[config.mk]
export PLATFORM = sky130hd
export DESIGN_NAME = mem_axi_bridge_flat
export DESIGN_NICKNAME = d
export VERILOG_FILES = /design/src/rtl/mem_axi_bridge_if.sv /design/src/rtl/mem_axi_bridge.sv /design/src/flat_wrapper.sv
export SDC_FILE = /design/constraint.sdc
export NUM_CORES = 1
export LEC_CHECK = 0
export ABC_AREA = 1
export BUFFER_PORTS_ARGS = -buffer_cell sky130_fd_sc_hd__buf_2
export CAP_MARGIN = 20
export CORE_MARGIN = 5
export CORE_UTILIZATION = 48
export DETAILED_ROUTE_END_ITERATION = 6
export HOLD_SLACK_MARGIN = 0.03
export PLACE_DENSITY = 0.86
export RECOVER_POWER = 100
export REMOVE_ABC_BUFFERS = 1
export SYNTH_ARGS = -nofsm -noshare
export SYNTH_HDL_FRONTEND = slang
export SYNTH_SLANG_ARGS = --single-unit
[constraint.sdc]
create_clock -name clk -period 2.5 [get_ports clk]
set_input_delay 0.625 -clock clk [delete_from_list [all_inputs] [get_ports clk]]
set_output_delay 0.625 -clock clk [all_outputs]
set_load 0.1 [all_outputs]
[src/rtl/mem_axi_bridge_if.sv]
// rtl/mem_axi_bridge_if.sv - AXI4-Lite channel bundle for mem_axi_bridge
//
// Purpose: groups the five AXI4-Lite channels (AW, W, B, AR, R) into one
// interface so the bridge and its slave connect through a single port.
// Modports:
//   master - bridge side: drives addresses, data, strobes, prot, valids
//            and readys for B/R; samples readys, responses, read data
//   slave  - interconnect/memory side, the mirror image of master
// Parameter: ADDR_WIDTH - width of awaddr/araddr (default 32)

interface mem_axi_bridge_if #(
  parameter int ADDR_WIDTH = 32
);
  logic [ADDR_WIDTH-1:0] awaddr;
  logic [2:0]            awprot;
  logic                  awvalid;
  logic                  awready;
  logic [31:0]           wdata;
  logic [3:0]            wstrb;
  logic                  wvalid;
  logic                  wready;
  logic [1:0]            bresp;
  logic                  bvalid;
  logic                  bready;
  logic [ADDR_WIDTH-1:0] araddr;
  logic [2:0]            arprot;
  logic                  arvalid;
  logic                  arready;
  logic [31:0]           rdata;
  logic [1:0]            rresp;
  logic                  rvalid;
  logic                  rready;

  modport master (
    output awaddr, awprot, awvalid, wdata, wstrb, wvalid, bready,
           araddr, arprot, arvalid, rready,
    input  awready, wready, bresp, bvalid, arready, rdata, rresp, rvalid
  );

  modport slave (
    input  awaddr, awprot, awvalid, wdata, wstrb, wvalid, bready,
           araddr, arprot, arvalid, rready,
    output awready, wready, bresp, bvalid, arready, rdata, rresp, rvalid
  );
endinterface

[src/rtl/mem_axi_bridge.sv]
// rtl/mem_axi_bridge.sv - MMU memory request to AXI4-Lite master bridge
//
// Purpose: takes one physical memory request at a time from the MMU and
// runs it as a single AXI4-Lite read or write, then returns a one-cycle
// completion pulse with the read data (zero for writes).
// Ports:
//   clk, rstn        - clock, asynchronous active-low reset
//   request_enable   - one-cycle request strobe (sampled only in IDLE)
//   req_mode         - 0 read, 1 write
//   req_addr/req_wdata/req_wstrb - request address, write data, strobes
//   response_enable  - one-cycle completion pulse
//   resp_data        - read data, 0 after a write; held until next response
//   resp_error       - only with MEM_AXI_BRIDGE_RESP_ERR_EN: SLVERR/DECERR seen
//   axi              - AXI4-Lite master channels (mem_axi_bridge_if.master)
// Optional feature macro: MEM_AXI_BRIDGE_RESP_ERR_EN

module mem_axi_bridge #(
  parameter int ADDR_WIDTH = 32
) (
  input  logic                  clk,
  input  logic                  rstn,
  input  logic                  request_enable,
  input  logic                  req_mode,
  input  logic [ADDR_WIDTH-1:0] req_addr,
  input  logic [31:0]           req_wdata,
  input  logic [3:0]            req_wstrb,
  output logic                  response_enable,
  output logic [31:0]           resp_data,
`ifdef MEM_AXI_BRIDGE_RESP_ERR_EN
  output logic                  resp_error,
`endif
  mem_axi_bridge_if.master      axi
);

  localparam logic MEMREQ_WRITE = 1'b1;

  typedef enum logic [2:0] {
    IDLE    = 3'd0,
    RD_ADDR = 3'd1,
    RD_DATA = 3'd2,
    WR_REQ  = 3'd3,
    WR_RESP = 3'd4,
    RESPOND = 3'd5
  } state_t;

  state_t                state_q, state_d;
  logic [ADDR_WIDTH-1:0] addr_q;
  logic [31:0]           wdata_q;
  logic [3:0]            wstrb_q;
  logic [31:0]           resp_data_q;
  logic                  aw_done_q, w_done_q;

  logic ar_hs, r_hs, aw_hs, w_hs, b_hs;
  logic rd_err;

  assign ar_hs = axi.arvalid & axi.arready;
  assign r_hs  = axi.rvalid  & axi.rready;
  assign aw_hs = axi.awvalid & axi.awready;
  assign w_hs  = axi.wvalid  & axi.wready;
  assign b_hs  = axi.bvalid  & axi.bready;

`ifdef MEM_AXI_BRIDGE_RESP_ERR_EN
  // Bit 1 of an AXI response distinguishes SLVERR/DECERR from OKAY/EXOKAY.
  logic wr_err;
  assign rd_err = axi.rresp[1];
  assign wr_err = axi.bresp[1];
`else
  logic unused_resp;
  assign rd_err      = 1'b0;
  assign unused_resp = ^{axi.rresp, axi.bresp};
`endif

  // State register
  always_ff @(posedge clk or negedge rstn) begin
    if (!rstn) begin
      state_q <= IDLE;
    end else begin
      state_q <= state_d;
    end
  end

  // Next-state logic
  always_comb begin
    state_d = state_q;
    case (state_q)
      IDLE: begin
        if (request_enable) begin
          state_d = (req_mode == MEMREQ_WRITE) ? WR_REQ : RD_ADDR;
        end
      end
      RD_ADDR: if (ar_hs) state_d = RD_DATA;
      RD_DATA: if (r_hs)  state_d = RESPOND;
      WR_REQ: begin
        // Either channel may already be done, or both may finish this cycle.
        if ((aw_done_q | aw_hs) && (w_done_q | w_hs)) state_d = WR_RESP;
      end
      WR_RESP: if (b_hs) state_d = RESPOND;
      RESPOND: state_d = IDLE;
      default: state_d = IDLE;
    endcase
  end

  // Request latch, write-channel completion flags and response data
  always_ff @(posedge clk or negedge rstn) begin
    if (!rstn) begin
      addr_q      <= '0;
      wdata_q     <= '0;
      wstrb_q     <= '0;
      aw_done_q   <= 1'b0;
      w_done_q    <= 1'b0;
      resp_data_q <= '0;
    end else begin
      case (state_q)
        IDLE: begin
          if (request_enable) begin
            addr_q    <= req_addr;
            wdata_q   <= req_wdata;
            wstrb_q   <= req_wstrb;
            aw_done_q <= 1'b0;
            w_done_q  <= 1'b0;
          end
        end
        WR_REQ: begin
          if (aw_hs) aw_done_q <= 1'b1;
          if (w_hs)  w_done_q  <= 1'b1;
        end
        RD_DATA: begin
          if (r_hs) resp_data_q <= rd_err ? 32'h0 : axi.rdata;
        end
        WR_RESP: begin
          if (b_hs) resp_data_q <= 32'h0;
        end
        default: ;
      endcase
    end
  end

`ifdef MEM_AXI_BRIDGE_RESP_ERR_EN
  // Error flag is raised together with the response pulse and dropped with it.
  always_ff @(posedge clk or negedge rstn) begin
    if (!rstn) begin
      resp_error <= 1'b0;
    end else if (state_q == RD_DATA && r_hs) begin
      resp_error <= rd_err;
    end else if (state_q == WR_RESP && b_hs) begin
      resp_error <= wr_err;
    end else if (state_q == RESPOND) begin
      resp_error <= 1'b0;
    end
  end
`endif

  // Output decode: valids/readys follow the state directly, so each one is
  // held from state entry until its own handshake and never dropped early.
  always_comb begin
    response_enable = (state_q == RESPOND);
    resp_data       = resp_data_q;
    axi.araddr      = addr_q;
    axi.arprot      = 3'b000;
    axi.arvalid     = (state_q == RD_ADDR);
    axi.rready      = (state_q == RD_DATA);
    axi.awaddr      = addr_q;
    axi.awprot      = 3'b000;
    axi.awvalid     = (state_q == WR_REQ) && !aw_done_q;
    axi.wdata       = wdata_q;
    axi.wstrb       = wstrb_q;
    axi.wvalid      = (state_q == WR_REQ) && !w_done_q;
    axi.bready      = (state_q == WR_RESP);
  end

endmodule

[src/flat_wrapper.sv]
// flat-port wrapper written by rule: the top's interface ports become plain ports
module mem_axi_bridge_flat 
#(
  parameter int ADDR_WIDTH = 32
)
  (clk, rstn, request_enable, req_mode, req_addr, req_wdata, req_wstrb, response_enable, resp_data, axi_awaddr, axi_awprot, axi_awvalid, axi_wdata, axi_wstrb, axi_wvalid, axi_bready, axi_araddr, axi_arprot, axi_arvalid, axi_rready, axi_awready, axi_wready, axi_bresp, axi_bvalid, axi_arready, axi_rdata, axi_rresp, axi_rvalid);
  mem_axi_bridge_if #(.ADDR_WIDTH(ADDR_WIDTH)) axi_i ();
  input  logic clk;
  input  logic rstn;
  input  logic request_enable;
  input  logic req_mode;
  input  logic [ADDR_WIDTH-1:0] req_addr;
  input  logic [31:0] req_wdata;
  input  logic [3:0] req_wstrb;
  output logic response_enable;
  output logic [31:0] resp_data;
  output wire logic [$bits(axi_i.awaddr)-1:0] axi_awaddr;
  output wire logic [$bits(axi_i.awprot)-1:0] axi_awprot;
  output wire logic [$bits(axi_i.awvalid)-1:0] axi_awvalid;
  output wire logic [$bits(axi_i.wdata)-1:0] axi_wdata;
  output wire logic [$bits(axi_i.wstrb)-1:0] axi_wstrb;
  output wire logic [$bits(axi_i.wvalid)-1:0] axi_wvalid;
  output wire logic [$bits(axi_i.bready)-1:0] axi_bready;
  output wire logic [$bits(axi_i.araddr)-1:0] axi_araddr;
  output wire logic [$bits(axi_i.arprot)-1:0] axi_arprot;
  output wire logic [$bits(axi_i.arvalid)-1:0] axi_arvalid;
  output wire logic [$bits(axi_i.rready)-1:0] axi_rready;
  input wire logic [$bits(axi_i.awready)-1:0] axi_awready;
  input wire logic [$bits(axi_i.wready)-1:0] axi_wready;
  input wire logic [$bits(axi_i.bresp)-1:0] axi_bresp;
  input wire logic [$bits(axi_i.bvalid)-1:0] axi_bvalid;
  input wire logic [$bits(axi_i.arready)-1:0] axi_arready;
  input wire logic [$bits(axi_i.rdata)-1:0] axi_rdata;
  input wire logic [$bits(axi_i.rresp)-1:0] axi_rresp;
  input wire logic [$bits(axi_i.rvalid)-1:0] axi_rvalid;
  assign axi_awaddr = axi_i.awaddr;
  assign axi_awprot = axi_i.awprot;
  assign axi_awvalid = axi_i.awvalid;
  assign axi_wdata = axi_i.wdata;
  assign axi_wstrb = axi_i.wstrb;
  assign axi_wvalid = axi_i.wvalid;
  assign axi_bready = axi_i.bready;
  assign axi_araddr = axi_i.araddr;
  assign axi_arprot = axi_i.arprot;
  assign axi_arvalid = axi_i.arvalid;
  assign axi_rready = axi_i.rready;
  assign axi_i.awready = axi_awready;
  assign axi_i.wready = axi_wready;
  assign axi_i.bresp = axi_bresp;
  assign axi_i.bvalid = axi_bvalid;
  assign axi_i.arready = axi_arready;
  assign axi_i.rdata = axi_rdata;
  assign axi_i.rresp = axi_rresp;
  assign axi_i.rvalid = axi_rvalid;
  mem_axi_bridge #(.ADDR_WIDTH(ADDR_WIDTH)) u_core (.clk(clk), .rstn(rstn), .request_enable(request_enable), .req_mode(req_mode), .req_addr(req_addr), .req_wdata(req_wdata), .req_wstrb(req_wstrb), .response_enable(response_enable), .resp_data(resp_data), .axi(axi_i));
endmodule
After elaboration in Yosys (flattened, before gate mapping)
Cells that the tools add are included.

cells by class
  equal/unequal tests = 12
  muxes and demuxes = 15
  bitwise logic cells = 7
  reductions and logical operators = 13

operator list
  cell                                                    number
  two-way mux 32 bit                                      2
  one-hot mux 32 bit (2 select lines)                     1
  two-way mux 3 bit                                       5
  one-hot mux 3 bit (5 select lines)                      1
  AND reduction 3 bit                                     3
  inequality test 2 bit (second input constant)           4
  equality test 3 x 2 -> 1 bit (second input constant)    2
  equality test 3 bit (second input constant)             2
  inequality test 2 x 1 -> 1 bit (second input constant)  3
  AND 1 bit                                               5
  AND reduction 5 bit                                     1
  one-hot mux 1 bit (2 select lines)                      2
  nonzero test 2 bit                                      2
  equality test 3 x 1 -> 1 bit (second input constant)    1
  logical AND 1 bit                                       3
  logical NOT 3 bit                                       1
  two-way mux 1 bit                                       3
  logical NOT 1 bit                                       2
  two-way mux 2 bit                                       1
  bitwise OR 1 bit                                        2
  AND reduction 2 bit                                     1

word-level totals
  flip-flop bits (word level) = 105
  bits of input ports = 113
  output and inout port bits = 144
  word-level logic and storage cells = 54

Logic depth before layout (Yosys ltp)
  depth in word-level cells = 7
  mapped depth = 10
  mapped depth without buffers = 9

Least setup slack after synthesis
OpenSTA, ideal clock, no wires.

  path kind = register to output
  from = register u_core.state_q[2]
  to = output response_enable
  arrival time = 2.623 ns
  data required time = 1.875 ns
  setup slack = -0.748 ns
  stages on the path, launching flop included = 3
  path buffers = 0
  cell sequence = dfrtp_1 -> inv_1 -> nor3_1

between the ends
  cells in the longest elaborated chain, start to end = 1

ends and longest elaborated chain
  what                      line                   RTL
  start: declaration        mem_axi_bridge.sv:46   state_t state_q, state_d;
  start signal: assignment  mem_axi_bridge.sv:78   state_q <= state_d;
  equality test 3 bit       mem_axi_bridge.sv:156  response_enable = (state_q == RESPOND);
  end: declaration          flat_wrapper.sv:15     output logic response_enable;

Every way passes these cells.

Worst setup path in the final report
  from = register u_core.state_q[1]
  to = output axi_rready

between the ends
  cells in the longest elaborated chain, start to end = 1

ends and longest elaborated chain
  what                          line                   RTL
  equality test 3 x 2 -> 1 bit  mem_axi_bridge.sv:161  axi.rready = (state_q == RD_DATA);
  end: declaration              flat_wrapper.sv:27     output wire logic [$bits(axi_i.rready)-1:0] axi_rready;

Every way passes these cells.

==> flow_summary.json <==
{
  "place_inst": 824,
  "fmax_ghz": 0.419,
  "use_met3_pct": 6.02,
  "routabilityCongestion": 0.855,
  "hold_path_class": "input pin to asynchronous set/reset pin",
  "status": "complete, no violations",
  "cpMaxStageDelayCell": "clkbuf_2",
  "synth_cells": 519,
  "grt_use_met1_pct": 25.6,
  "synth_area_leaders": "dfrtp_1 58%, nand2_1 18%, buf_4 7.0%, nand3_1 4.0%, inv_1 3.4%",
  "insertion_delay_ns": 0.35,
  "synth_top_area_share_pct": 58.1,
  "wl_um": 12300,
  "grt_max_degree": 70,
  "min_period_ns": 2.39,
  "rows": 35,
  "seq_area_frac_synth_pct": 58.1,
  "finalNetCount": 837,
  "nFillCells": 810,
  "relSlewSlack_pct": 17.7,
  "use_met2_pct": 38.3,
  "dr_total_vias": 4083,
  "critPathCaptureType": "output port",
  "setup_viol": 0,
  "post_drt_wl_per_cell_um": 14.6,
  "vias_per_cell": 4.87,
  "clockBufferDepth": 2,
  "fin_crit_sh_pct": 95.4,
  "cts_buffers": 9,
  "cts_tree": "done",
  "drive_gt1_share_pct": 30.6,
  "avgSynthCellArea_um2": 8.71,
  "crit_chain": "inv_1 > nor3_1 > clkbuf_2",
  "clkTransAtPathRegs_ns": 0.10,
  "cts_hold_buf": 0,
  "first_global_vias": 4201,
  "diodes": 0,
  "areaGrowthSynthToFinish_pct": 24.9,
  "critical_path_class": "flip-flop to output port",
  "path_depth": 3,
  "maxCapViolCount": 0,
  "busiest_layer": "met2",
  "yosys_register_bits": 105,
  "ys_types": 26,
  "pin_count": 257,
  "regArea_um2": 2630,
  "multiInputGateArea_um2": 1300,
  "finalHoldViolCount": 0,
  "drc": 0,
  "fp.dieW_um": 107,
  "io_buffers": 246,
  "worstPathArrival_ns": 1.76,
  "rr_worst_depth": 5,
  "coreArea_um2": 9200,
  "first_iter_violations": 231,
  "critPathTopFamily": "buffers and inverters",
  "antenna_found_initial": 0,
  "cts.root.buffer_cell": "clkbuf_8",
  "synth_area_um2": 4520,
  "htreeDepth": 3,
  "ys_warn_count": 0,
  "numClockSinks": 105,
  "synth_top_area_cell": "dfrtp_1",
  "max_stage_delay_ns": 0.54,
  "dieHeight_um": 107,
  "setup_tns_ns": 0,
  "drv_slew": 0,
  "die_area_um2": 11500,
  "ant_nets": 0,
  "critPathMaxFanout": 8,
  "startpoint_type": "flip-flop",
  "gr-total-overflow": 0,
  "dr.pass1.iters": 4,
  "pre_cts_ws_ns": 0.420,
  "fin_worst_skew_ns": 0.0147,
  "rsz0062_at_grt": "no",
  "start_util_pct": 49.2,
  "worst_slack_ns": 0.114,
  "dpl.hpwl_um": 9350,
  "tightest_slew_ns": 1.24,
  "stdcell_count": 839,
  "required_ns": 1.88,
  "grt_pass1_wl_um": 20000,
  "track_usage_pct": 21.7,
  "path_buf_inv": 2
}
layer usage:
layer | part of all wire (%) | vias up
li1 | - | 1949
met1 | 38 | 1913
met2 | 50 | 205
met3 | 10 | 16
met4 | 1.4 | 0
met5 | 0 | -
area by class of cell:
class,instances,area share [%]
flip-flops and latches,105,46.5
multi-input cells,312,23.1
repair buffers,252,21.5
inverters,44,2.92
well taps,111,2.46
clock buffers,10,2.44
clock inverters,5,1.13
final timing paths:
check	start	end	slack (ns)
setup reg to reg	u_core.state_q[1]	u_core.resp_data[2]	0.25
min in group clk	req_wstrb[2]	u_core.axi.wstrb[2]	0.46
hold / removal	rstn	u_core.resp_data[31]	0.43
setup / recovery	u_core.state_q[1]	axi_rready	0.11
max in group asynchronous	rstn	u_core.resp_data[30]	0.45
hold reg to reg	u_core.axi.wdata[26]	u_core.axi.wdata[26]	0.49
registers in the layout, summed over array words and instances (netlist names):
| register | count |
|---|---|
| u_core.axi.araddr | 32 |
| u_core.axi.wdata | 32 |
| u_core.resp_data | 32 |
| u_core.axi.wstrb | 4 |
| u_core.state_q | 3 |
| u_core.aw_done_q | 1 |
| u_core.w_done_q | 1 |
layout by cell type (no fill, tap or decap), drive strengths merged, types with 2 or more instances in the layout:
cell type,Yosys,routed
nor3,3,3
nor2,4,4
clkbuf,11,147
dfrtp,105,105
o21ai,33,33
nand3,37,37
inv,44,46
buf,52,115
a21boi,2,2
conb,1,6
nand2,221,221
cells by family (layout without fill, tap and decap cells):
family	Yosys count	after routing	share of synthesized area [%]
other	1	6	0.0829
and+or+nand+nor	267	267	23.9
DFF	105	105	58.1
buffers and inverters	107	311	13.1
AOI/OAI and AO/OA	39	39	4.87
metrics by stage:
step | area, µm² | hold slack, ns | util [%]
2_1_floorplan | 4120 | 0.329 | -
4_1_cts | 5770 | 0.239 | 62.8
5_1_grt | 5650 | 0.429 | 61.4
3_5_place_dp | 5570 | 0.459 | 60.6
6_report | 5650 | 0.426 | 61.4
3_3_place_gp | 5570 | 0.458 | 60.6
synthesized netlist by cell type (all sizes together):
master and instances:
o21ai 33, buf 52, clkbuf 11, o22ai 1, nor3 3, conb 1
o21bai 1, o211a 1, nand4 1, dfrtp 105, a21boi 2, nand3 37
nand3b 1, inv 44, nor2 4, nand2 221, a21oi 1
repair_timing:
| action | in CTS | in global routing |
|---|---|---|
| hold endpoints to repair | 0 | 0 |
| setup buffers | 0 | 0 |
| endpoints found under the setup margin | 0 | 2 |
| gates resized for setup | 0 | 4 |
Power is not shown: default switching activity piles up to over one toggle a cycle in this logic, so the estimate is an artifact.
